--- config.mk ---
export PLATFORM = sky130hd
export DESIGN_NAME = prod_accum_flat
export DESIGN_NICKNAME = d
export VERILOG_FILES = /design/src/rtl/prod_accum_if.sv /design/src/rtl/prod_accum.sv /design/src/flat_wrapper.sv
export SDC_FILE = /design/constraint.sdc
export NUM_CORES = 1
export LEC_CHECK = 0
export BUFFER_PORTS_ARGS = -buffer_cell sky130_fd_sc_hd__buf_2
export CAP_MARGIN = 20
export CORE_MARGIN = 1
export CORE_UTILIZATION = 46
export CTS_CLUSTER_SIZE = 10
export DETAILED_ROUTE_END_ITERATION = 6
export PLACE_DENSITY = 0.75
export SYNTH_ARGS = -nofsm -noshare
export SYNTH_HDL_FRONTEND = slang
export SYNTH_SLANG_ARGS = --single-unit
--- constraint.sdc ---
create_clock -name clk -period 2.4 [get_ports clk]
set_input_delay 0.48 -clock clk [delete_from_list [all_inputs] [get_ports clk]]
set_output_delay 0.48 -clock clk [all_outputs]
set_load 0.05 [all_outputs]
--- src/rtl/prod_accum_if.sv ---
// Handshake bundle between a mul4bit producer, prod_accum and its result consumer.
interface prod_accum_if #(
    parameter int unsigned ACC_W = 16
);
    logic [7:0]       p_in;
    logic             p_valid;
    logic             p_ready;
    logic             clear;
    logic [ACC_W-1:0] acc_out;
    logic             acc_valid;
    logic             acc_ready;
    logic [7:0]       count;
    logic             ovf;

    modport master (
        output p_in, p_valid, clear, acc_ready,
        input  p_ready, acc_out, acc_valid, count, ovf
    );

    modport slave (
        input  p_in, p_valid, clear, acc_ready,
        output p_ready, acc_out, acc_valid, count, ovf
    );
endinterface

--- src/rtl/prod_accum.sv ---
// Accumulates N unsigned 8-bit products into one ACC_W-bit frame result.
// Optional PROD_ACCUM_SAT_EN: saturate the sum at all-ones instead of wrapping.
module prod_accum #(
    parameter int unsigned ACC_W = 16,
    parameter int unsigned N     = 4
) (
    input  logic         clk,
    input  logic         rst,
    prod_accum_if.slave  bus
);
    localparam logic [0:0]  ACCUM = 1'b0;
    localparam logic [0:0]  HOLD  = 1'b1;
    localparam int unsigned SUM_W = ACC_W + 1;
    localparam logic [7:0]  LAST  = 8'(N - 1);

    logic [0:0]       state, state_d;
    logic [ACC_W-1:0] acc, acc_d;
    logic [7:0]       cnt, cnt_d;
    logic             ovf_q, ovf_d;
    logic [SUM_W-1:0] sum_c;
    logic             carry_c;
    logic             p_ready_c;

    // Ready never depends on p_valid, only on registered state and clear.
    assign p_ready_c = (state == ACCUM) && !bus.clear;

    // State and datapath registers.
    always_ff @(posedge clk) begin
        if (rst) begin
            state <= ACCUM;
            acc   <= '0;
            cnt   <= '0;
            ovf_q <= 1'b0;
        end else begin
            state <= state_d;
            acc   <= acc_d;
            cnt   <= cnt_d;
            ovf_q <= ovf_d;
        end
    end

    // Next state: clear beats release, release beats transfer.
    always_comb begin
        state_d = state;
        acc_d   = acc;
        cnt_d   = cnt;
        ovf_d   = ovf_q;
        sum_c   = {1'b0, acc} + SUM_W'(bus.p_in);
        carry_c = sum_c[ACC_W];

        if (bus.clear) begin
            state_d = ACCUM;
            acc_d   = '0;
            cnt_d   = '0;
            ovf_d   = 1'b0;
        end else if (state == HOLD) begin
            if (bus.acc_ready) begin
                state_d = ACCUM;
                acc_d   = '0;
                cnt_d   = '0;
                ovf_d   = 1'b0;
            end
        end else if (bus.p_valid && p_ready_c) begin
`ifdef PROD_ACCUM_SAT_EN
            acc_d = carry_c ? '1 : sum_c[ACC_W-1:0];
`else
            acc_d = sum_c[ACC_W-1:0];
`endif
            cnt_d = cnt + 8'd1;
            ovf_d = ovf_q | carry_c;
            if (cnt == LAST) begin
                state_d = HOLD;
            end
        end
    end

    assign bus.p_ready   = p_ready_c;
    assign bus.acc_valid = (state == HOLD);
    assign bus.acc_out   = acc;
    assign bus.count     = cnt;
    assign bus.ovf       = ovf_q;
endmodule

--- src/flat_wrapper.sv ---
// flat-port wrapper written by rule: the top's interface ports become plain ports
module prod_accum_flat 
#(
    parameter int unsigned ACC_W = 16,
    parameter int unsigned N     = 4
)
  (clk, rst, bus_p_in, bus_p_valid, bus_clear, bus_acc_ready, bus_p_ready, bus_acc_out, bus_acc_valid, bus_count, bus_ovf);
  prod_accum_if #(.ACC_W(ACC_W)) bus_i ();
  input  logic clk;
  input  logic rst;
  input wire logic [$bits(bus_i.p_in)-1:0] bus_p_in;
  input wire logic [$bits(bus_i.p_valid)-1:0] bus_p_valid;
  input wire logic [$bits(bus_i.clear)-1:0] bus_clear;
  input wire logic [$bits(bus_i.acc_ready)-1:0] bus_acc_ready;
  output wire logic [$bits(bus_i.p_ready)-1:0] bus_p_ready;
  output wire logic [$bits(bus_i.acc_out)-1:0] bus_acc_out;
  output wire logic [$bits(bus_i.acc_valid)-1:0] bus_acc_valid;
  output wire logic [$bits(bus_i.count)-1:0] bus_count;
  output wire logic [$bits(bus_i.ovf)-1:0] bus_ovf;
  assign bus_i.p_in = bus_p_in;
  assign bus_i.p_valid = bus_p_valid;
  assign bus_i.clear = bus_clear;
  assign bus_i.acc_ready = bus_acc_ready;
  assign bus_p_ready = bus_i.p_ready;
  assign bus_acc_out = bus_i.acc_out;
  assign bus_acc_valid = bus_i.acc_valid;
  assign bus_count = bus_i.count;
  assign bus_ovf = bus_i.ovf;
  prod_accum #(.ACC_W(ACC_W), .N(N)) u_core (.clk(clk), .rst(rst), .bus(bus_i));
endmodule
Word-level counts from Yosys, hierarchy flattened. Cells that the tools add are included.

Add/subtract/negate cells: 2. Equal/unequal tests: 2. Reduce and logical (&&, ||, !) cells: 6. Muxes and demuxes: 13. Bitwise logic cells: 2.

Operators with widths (count): $mux 16 (3); $mux 8 (3); $add 16x8->17 (1); $add 8x1->8 const B (1); $eq 8x2->1 const B (1); $mux 1 (7); $logic_and 1x1->1 (2); $ne 2x2->1 const B (1); $reduce_and 2->1 (1); $reduce_bool 2->1 (1); $reduce_or 2->1 (1); $logic_not 1->1 (1); $not 1->1 (1); $or 1x1->1 (1).

Register bits: 26. Output and inout bits: 27. Bits of input ports: 13.

Longest topological paths before layout. Gate-level depths: netlist of the first run.

Depth in word-level cells: 5. Gate-level depth with buffers: 8. Gate-level depth less buffers: 8.

Worst setup path before layout of the first run. No wires, ideal clock.

Kind: register to register. From: register u_core.acc[0] (netlist: u_core.bus.acc_out[0]). To: register u_core.acc[14] (netlist: u_core.bus.acc_out[14]). Arrival time: 2545 ps. Setup time: 70 ps. Slack: -215 ps. Period minus slack after synthesis: 2615 ps. Cell stages (with the launch flop): 9. Path through: dfxtp_1 ha_1 inv_1 fa_1 nand2b_1 a21oi_1 a41oi_1 or4_1 a21oi_1.

Cells in the longest elaborated chain, start to end: 3.

Ends and longest elaborated chain: start, declared (RTL line prod_accum.sv:17) `logic [ACC_W-1:0] acc, acc_d;`; start signal, assigned (RTL line prod_accum.sv:31) `acc <= '0;`; start signal, assigned (RTL line prod_accum.sv:36) `acc <= acc_d;`; $add 16x8->17 (RTL line prod_accum.sv:48) `sum_c = {1'b0, acc} + SUM_W'(bus.p_in);`; $mux 16 (RTL line prod_accum.sv:63) `end else if (bus.p_valid && p_ready_c) begin`; $mux 16 (RTL line prod_accum.sv:56) `end else if (state == HOLD) begin`.

No other way between the ends. The select of a mux whose other input is x is not followed. A chain may end at the register's enable or synchronous reset.

Worst setup path in the final report of the first run. Same ends and word-level chain as after synthesis.

==> run metrics, run 1 <==
Max-cap violations=0; Routed Antenna Nets=0; area leader, netlist=dfxtp_1; initial antenna violation count=0; P per Cell Area=468 nW/um^2; Finished Core Util=61.1%; crit end category=flop; Max VDD drop=0.000265 V; FMAX=446 MHz; Final Setup Violations=0; Final Critical Period=2.24 ns; Critical Path AT=2.50 ns; row cnt=19; Post-CTS Setup Inserts=0; Post-CTS Resized=0; FF+latch count, synth=26; core area=2850 sq um; iteration-0 DRC count of the detailed router=63; synth warn=0; most common cell in the netlist=dfxtp_1; CP Launch Type=flop; slowest cell on the critical path=or4_1; hold path depth=3; Final Wtd Congestion=0.802; Setup Skew=0.0122 ns; Initial Util=50.0%; Pre-antenna DRT Iters=6; grt total ovfl=0; predominant post-synthesis flop cell=dfxtp_1; Placed Cells=239; drt wl/cell=13.2 um; synthesized cell area=1430 sq um; Clock Latency Late Sink=0.33 ns; hold buffer count at CTS=0; H-tree Lvls=1; share of post-route cells with drive strength above 1=26.9%; dpl ws=-0.0998 ns; syn_area_per_cell=8.48 sq um; Clock Tree Root=clkbuf_4; routed wire length=3220 um; dominant cells by area after synthesis=dfxtp_1, ha_1, a21oi_1; critical path data required time=2.66 ns; fin crit share=93.5%; failing checks=DRC; vias in the first global route=1321; clock transition at the registers of the reported paths=0.15 ns; Post-synth ARST share=0%; CP Buf/Inv Count=1; worst path cell trace=ha_1 > inv_1 > fa_1 > nand2b_1 > a21oi_2 > a41oi_2 > or4_1 > a21oi_1; worst-path fanout max=5; vias=1399; CTS max path bufs=2; Post-synth EDFFs=0; syn nets=191; I/O pin count=40; Post-DP HPWL=2480 um; Remaining DRCs=1; Port Buffer Count=39; first-pass GRT wire length=5560 um; TritonCTS Buffers=3; hold slack=0.443 ns; Worst-Margin Slew=0.914 ns; ANT cells=0; final hold vios=0; Worst Setup Slack, final=0.157 ns; top cells by count, synth=dfxtp_1, nor2_1, a21oi_1, ha_1, nand2_1; Final Max Slew Viols=0; static leakage=0.739 nW; status=finished, violations left; die area=3320 sq um; P&R area growth vs syn=22.2%; Largest delay share family, worst path=simple AND/OR/NAND/NOR gates; CTS tree=built; largest net degree at the start of global routing=16; Final TNS setup=0 ns; count of different cell masters after synthesis=39; Worst Setup Path Type=reg -> reg; Die H=57.7 um; relative max-transition margin=39.0%; register area share after synthesis=36.5%; Final nets=236; worst hold path type=in -> reg; Yosys top cell area share=36.5%; max incr delay on CP=0.49 ns; CTS Sinks=26; cell count after synthesis=168; die width=57.7 um; final cell count without fillers=243; WP depth=8; Total GRT Usage=20.8%; number of cells on the worst reg-to-reg path=8; vias per std cell=5.76
[worst paths after layout]
| path | to | slack (ns) | from |
|---|---|---|---|
| setup / recovery | u_core.bus.acc_out[14] | 0.16 | u_core.bus.acc_out[0] |
| hold / removal | u_core.bus.acc_valid | 0.44 | bus_acc_ready |
| setup reg to reg | u_core.bus.acc_out[14] | 0.16 | u_core.bus.acc_out[0] |
| hold reg to reg | u_core.bus.ovf | 0.48 | u_core.bus.ovf |
[stage by stage]
step,power [W],instance area [sq um]
global placement,0.000554,1680
global route,0.000847,1740
CTS,0.000818,1730
floorplan,0.000525,1430
finish,0.000815,1740
detailed placement,0.000557,1680
[where the power goes]
group,internal [W],switching [W]
combinational,0.0000396,0.0000718
sequential,0.000435,0.00000358
clock,0.000127,0.000138
[worst reg2reg max path: cells and delay by family, from the launching register on]
| family | cells | cell delay (ns) |
|---|---|---|
| simple gates | 2 | 0.68 |
| fa+ha+maj | 2 | 0.54 |
| compound gates | 3 | 0.52 |
| flops | 1 | 0.38 |
| buf+inv | 1 | 0.06 |
[layout make-up]
type	count	area [sq um]
Fill cell	267	1110
Multi-Input combinational cell	133	875
Sequential cell	26	526
Timing Repair Buffer	45	240
Clock buffer	4	47.5
Tap cell	31	38.8
Inverter	4	15.0
[kinds of logic after synthesis]
group | after synthesis | share of synthesized area (%)
buffers and inverters | 9 | 2.90
flip-flops | 26 | 36.5
AND/OR/NAND/NOR | 69 | 26.5
AO/OA/AOI/OAI | 45 | 19.2
XOR/XNOR | 9 | 5.53
adder cells (fa/ha/maj) | 10 | 9.31
[metal layers]
layer	routed length, um	GRT usage [%]	vias up	part of all wire (%)
li1	-	-	705	-
met1	1520	28.1	648	47
met2	1490	34.2	42	46
met3	176	2.01	4	5.5
met4	29	8.84	0	0.90
met5	0	0	-	0
[flip-flops by register name, summed over array words and instances, names as in the netlist]
name and cells:
u_core.bus.acc_out 16, u_core.bus.count 8, u_core.bus.acc_valid 1, u_core.bus.ovf 1
[placed cells by master (no fill, tap or decap), types with 3 or more instances in the layout]
master    synthesis  final
a21oi_1          18     17
a22oi_1           4      4
buf_2             0     39
buf_4             0      6
clkbuf_4          0      3
dfxtp_1          26     24
ha_1              9      9
inv_1             4      4
nand2_1           9      9
nand3_1           7      7
nand4_1           5      5
nor2_1           23     23
o211ai_1          3      3
o21ai_0           8      8
o31ai_1           5      5
or3_1             4      4
or4_1             4      4
xor2_1            8      8
No activity file was read; power rests on OpenSTA's default activity.
==> run 2: changes to the inputs <==
--- a/config.mk
+++ b/config.mk
@@ -7,11 +7,13 @@
 export LEC_CHECK = 0
 export BUFFER_PORTS_ARGS = -buffer_cell sky130_fd_sc_hd__buf_2
 export CAP_MARGIN = 20
+export CELL_PAD_IN_SITES_DETAIL_PLACEMENT = 1
+export CELL_PAD_IN_SITES_GLOBAL_PLACEMENT = 1
 export CORE_MARGIN = 1
-export CORE_UTILIZATION = 46
+export CORE_UTILIZATION = 34
 export CTS_CLUSTER_SIZE = 10
 export DETAILED_ROUTE_END_ITERATION = 6
-export PLACE_DENSITY = 0.75
+export PLACE_DENSITY_LB_ADDON = 0.1
 export SYNTH_ARGS = -nofsm -noshare
 export SYNTH_HDL_FRONTEND = slang
 export SYNTH_SLANG_ARGS = --single-unit
==> run metrics, run 2 (synthesis results as in run 1) <==
largest net degree at the start of global routing=15 (-1); Setup Skew=0.00256 ns (-0.00960 ns); Final TNS setup=0 ns (unchanged); worst reg2reg setup slack=0.21 ns (+0.05 ns); worst path cell trace=ha_1 > inv_1 > fa_1 > nand2b_1 > a21oi_2 > a41oi_1 > or4_1 > a21oi_1; design area=1800 sq um (+3.5%); clock transition at the registers of the reported paths=0.10 ns (-0.05 ns); max incr delay on CP=0.52 ns (+0.03 ns); vias per std cell=5.40 (-6.2%); H-tree Lvls=1 (unchanged); crit path to=u_core.bus.acc_out[14]; worst-path fanout max=3 (-2); number of cells on the worst reg-to-reg path=8 (unchanged); Post-DP HPWL=3110 um (+25%); max reg flops=16 (unchanged); first-pass GRT wire length=6470 um (+16%); FMAX=456 MHz (+2.4%); initial antenna violation count=0 (unchanged); I/O pin count=40 (unchanged); Final Critical Period=2.19 ns (-0.0516 ns); Worst-Margin Slew=0.344 ns (-0.570 ns); Pre-antenna DRT Iters=4 (-2); routed wire length=4020 um (+25%); final hold vios=0 (unchanged); CP Launch Point=u_core.bus.acc_out[0]; CTS tree=built; CTS max path bufs=2 (unchanged); relative max-transition margin=76.9% (+38 points); Remaining DRCs=0 (-1); die width=66.7 um (+16%); WP depth=8 (unchanged); die area=4450 sq um (+34%); Largest delay share family, worst path=simple AND/OR/NAND/NOR gates; P per Cell Area=472 nW/um^2 (+0.80%); placed cell area=1740 sq um (+3.6%); row cnt=23 (+4); Clock Tree Root=clkbuf_8; most frequent cells in the layout=buf_2, dfxtp_1, nor2_1; commonest non-fill, non-tap cell in the layout=buf_2; Max VDD drop=0.000298 V (+12%); Port Buffer Count=39 (unchanged); Max-cap violations=0 (unchanged); worst hold path type=reg -> reg; Tot Pwr=0.000851 W (+4.4%); CTS Sinks=26 (unchanged); Routed Antenna Nets=0 (unchanged); crit end category=flop; fin crit share=91.3% (-2.2 points); slowest cell on the critical path=or4_1; CP Launch Type=flop; Final Max Slew Viols=0 (unchanged); Worst Setup Path Type=reg -> reg; iteration-0 DRC count of the detailed router=43 (-32%); TritonCTS Buffers=3 (unchanged); grt total ovfl=0 (unchanged); share of post-route cells with drive strength above 1=28.1% (+1.2 points); Final Wtd Congestion=0.818 (+1.9%); P&R area growth vs syn=26.5%; reg2reg end=u_core.bus.acc_out[14]; Die H=66.7 um (+16%); Total GRT Usage=19.1% (-1.7 points); hold slack=0.507 ns (+0.0640 ns); vias in the first global route=1398 (+5.8%); worst reg2reg startpoint=u_core.bus.acc_out[0]; Clock Latency Late Sink=0.27 ns (-0.06 ns); Initial Util=35.6% (-14 points); drt wl/cell=15.0 um (+14%); ANT cells=0 (unchanged); status=finished clean; Post-CTS Setup Inserts=0 (unchanged); CP Buf/Inv Count=1 (unchanged); Critical Path AT=2.40 ns (-0.10 ns); core area=4000 sq um (+40%); static leakage=0.765 nW (+3.5%); Final nets=241 (+2.1%); Finished Core Util=45.1% (-16 points); critical path data required time=2.60 ns (-0.06 ns); vias=1442 (+3.1%); Final Setup Violations=0 (unchanged); RSZ-0062 raised after global routing=false
[run 2: layout make-up]
type                            instances  area, sq um
Clock buffer                            4         55.1
Fill cell                             516         2200
Inverter                                4         15.0
Multi-Input combinational cell        133          867
Sequential cell                        26          526
Tap cell                               50         62.6
Timing Repair Buffer                   50          278
[run 2: timing repair]
item | CTS | global route
setup endpoints to repair | 0 | 1
endpoints found under the hold margin | 0 | 0
hold buffers | 0 | 0
gates resized for setup | 0 | 1
[run 2: layer usage]
metal,track usage [%],share of wire (%)
met1,24.6,46
met2,32.8,50
met3,2.74,3.1
met4,4.79,0.62
met5,0,0
[run 2: worst min path at each step]
stage	start	endpoint	slack, ns	cells past startpoint
after detailed placement	u_core.bus.acc_out[7]	u_core.bus.acc_out[7]	0.49	2
final	u_core.bus.ovf	u_core.bus.ovf	0.51	1
after global placement	u_core.bus.ovf	u_core.bus.ovf	0.45	1
after CTS	u_core.bus.acc_out[7]	u_core.bus.acc_out[7]	0.51	2
after global routing	u_core.bus.acc_out[7]	u_core.bus.acc_out[7]	0.52	2
after floorplan	u_core.bus.acc_out[0]	u_core.bus.acc_out[0]	0.61	2
[run 2: through the flow]
| stage | instances | worst slack [ns] |
|---|---|---|
| finish | 267 | 0.208 |
| global route | 267 | 0.0407 |
| CTS | 267 | 0.160 |
| detailed placement | 263 | 0.00245 |
| global placement | 263 | 0.0939 |
| floorplan | 168 | 0.0314 |
[run 2: worst register-to-register path: cells and delay by family, from the launching register on]
family                   cells  cell delay, ns
AND/OR/NAND/NOR              2            0.71
buffers and inverters        1            0.05
flip-flops                   1            0.36
adder cells (fa/ha/maj)      2            0.53
AO/OA/AOI/OAI                3            0.47
[run 2: power by group]
part,switching [W],internal (W),total [W]
Clock,0.000145,0.000147,0.000291
Combinational,0.0000758,0.0000451,0.000121
Sequential,0.00000378,0.000434,0.000438
Total,0.000224,0.000626,0.000851
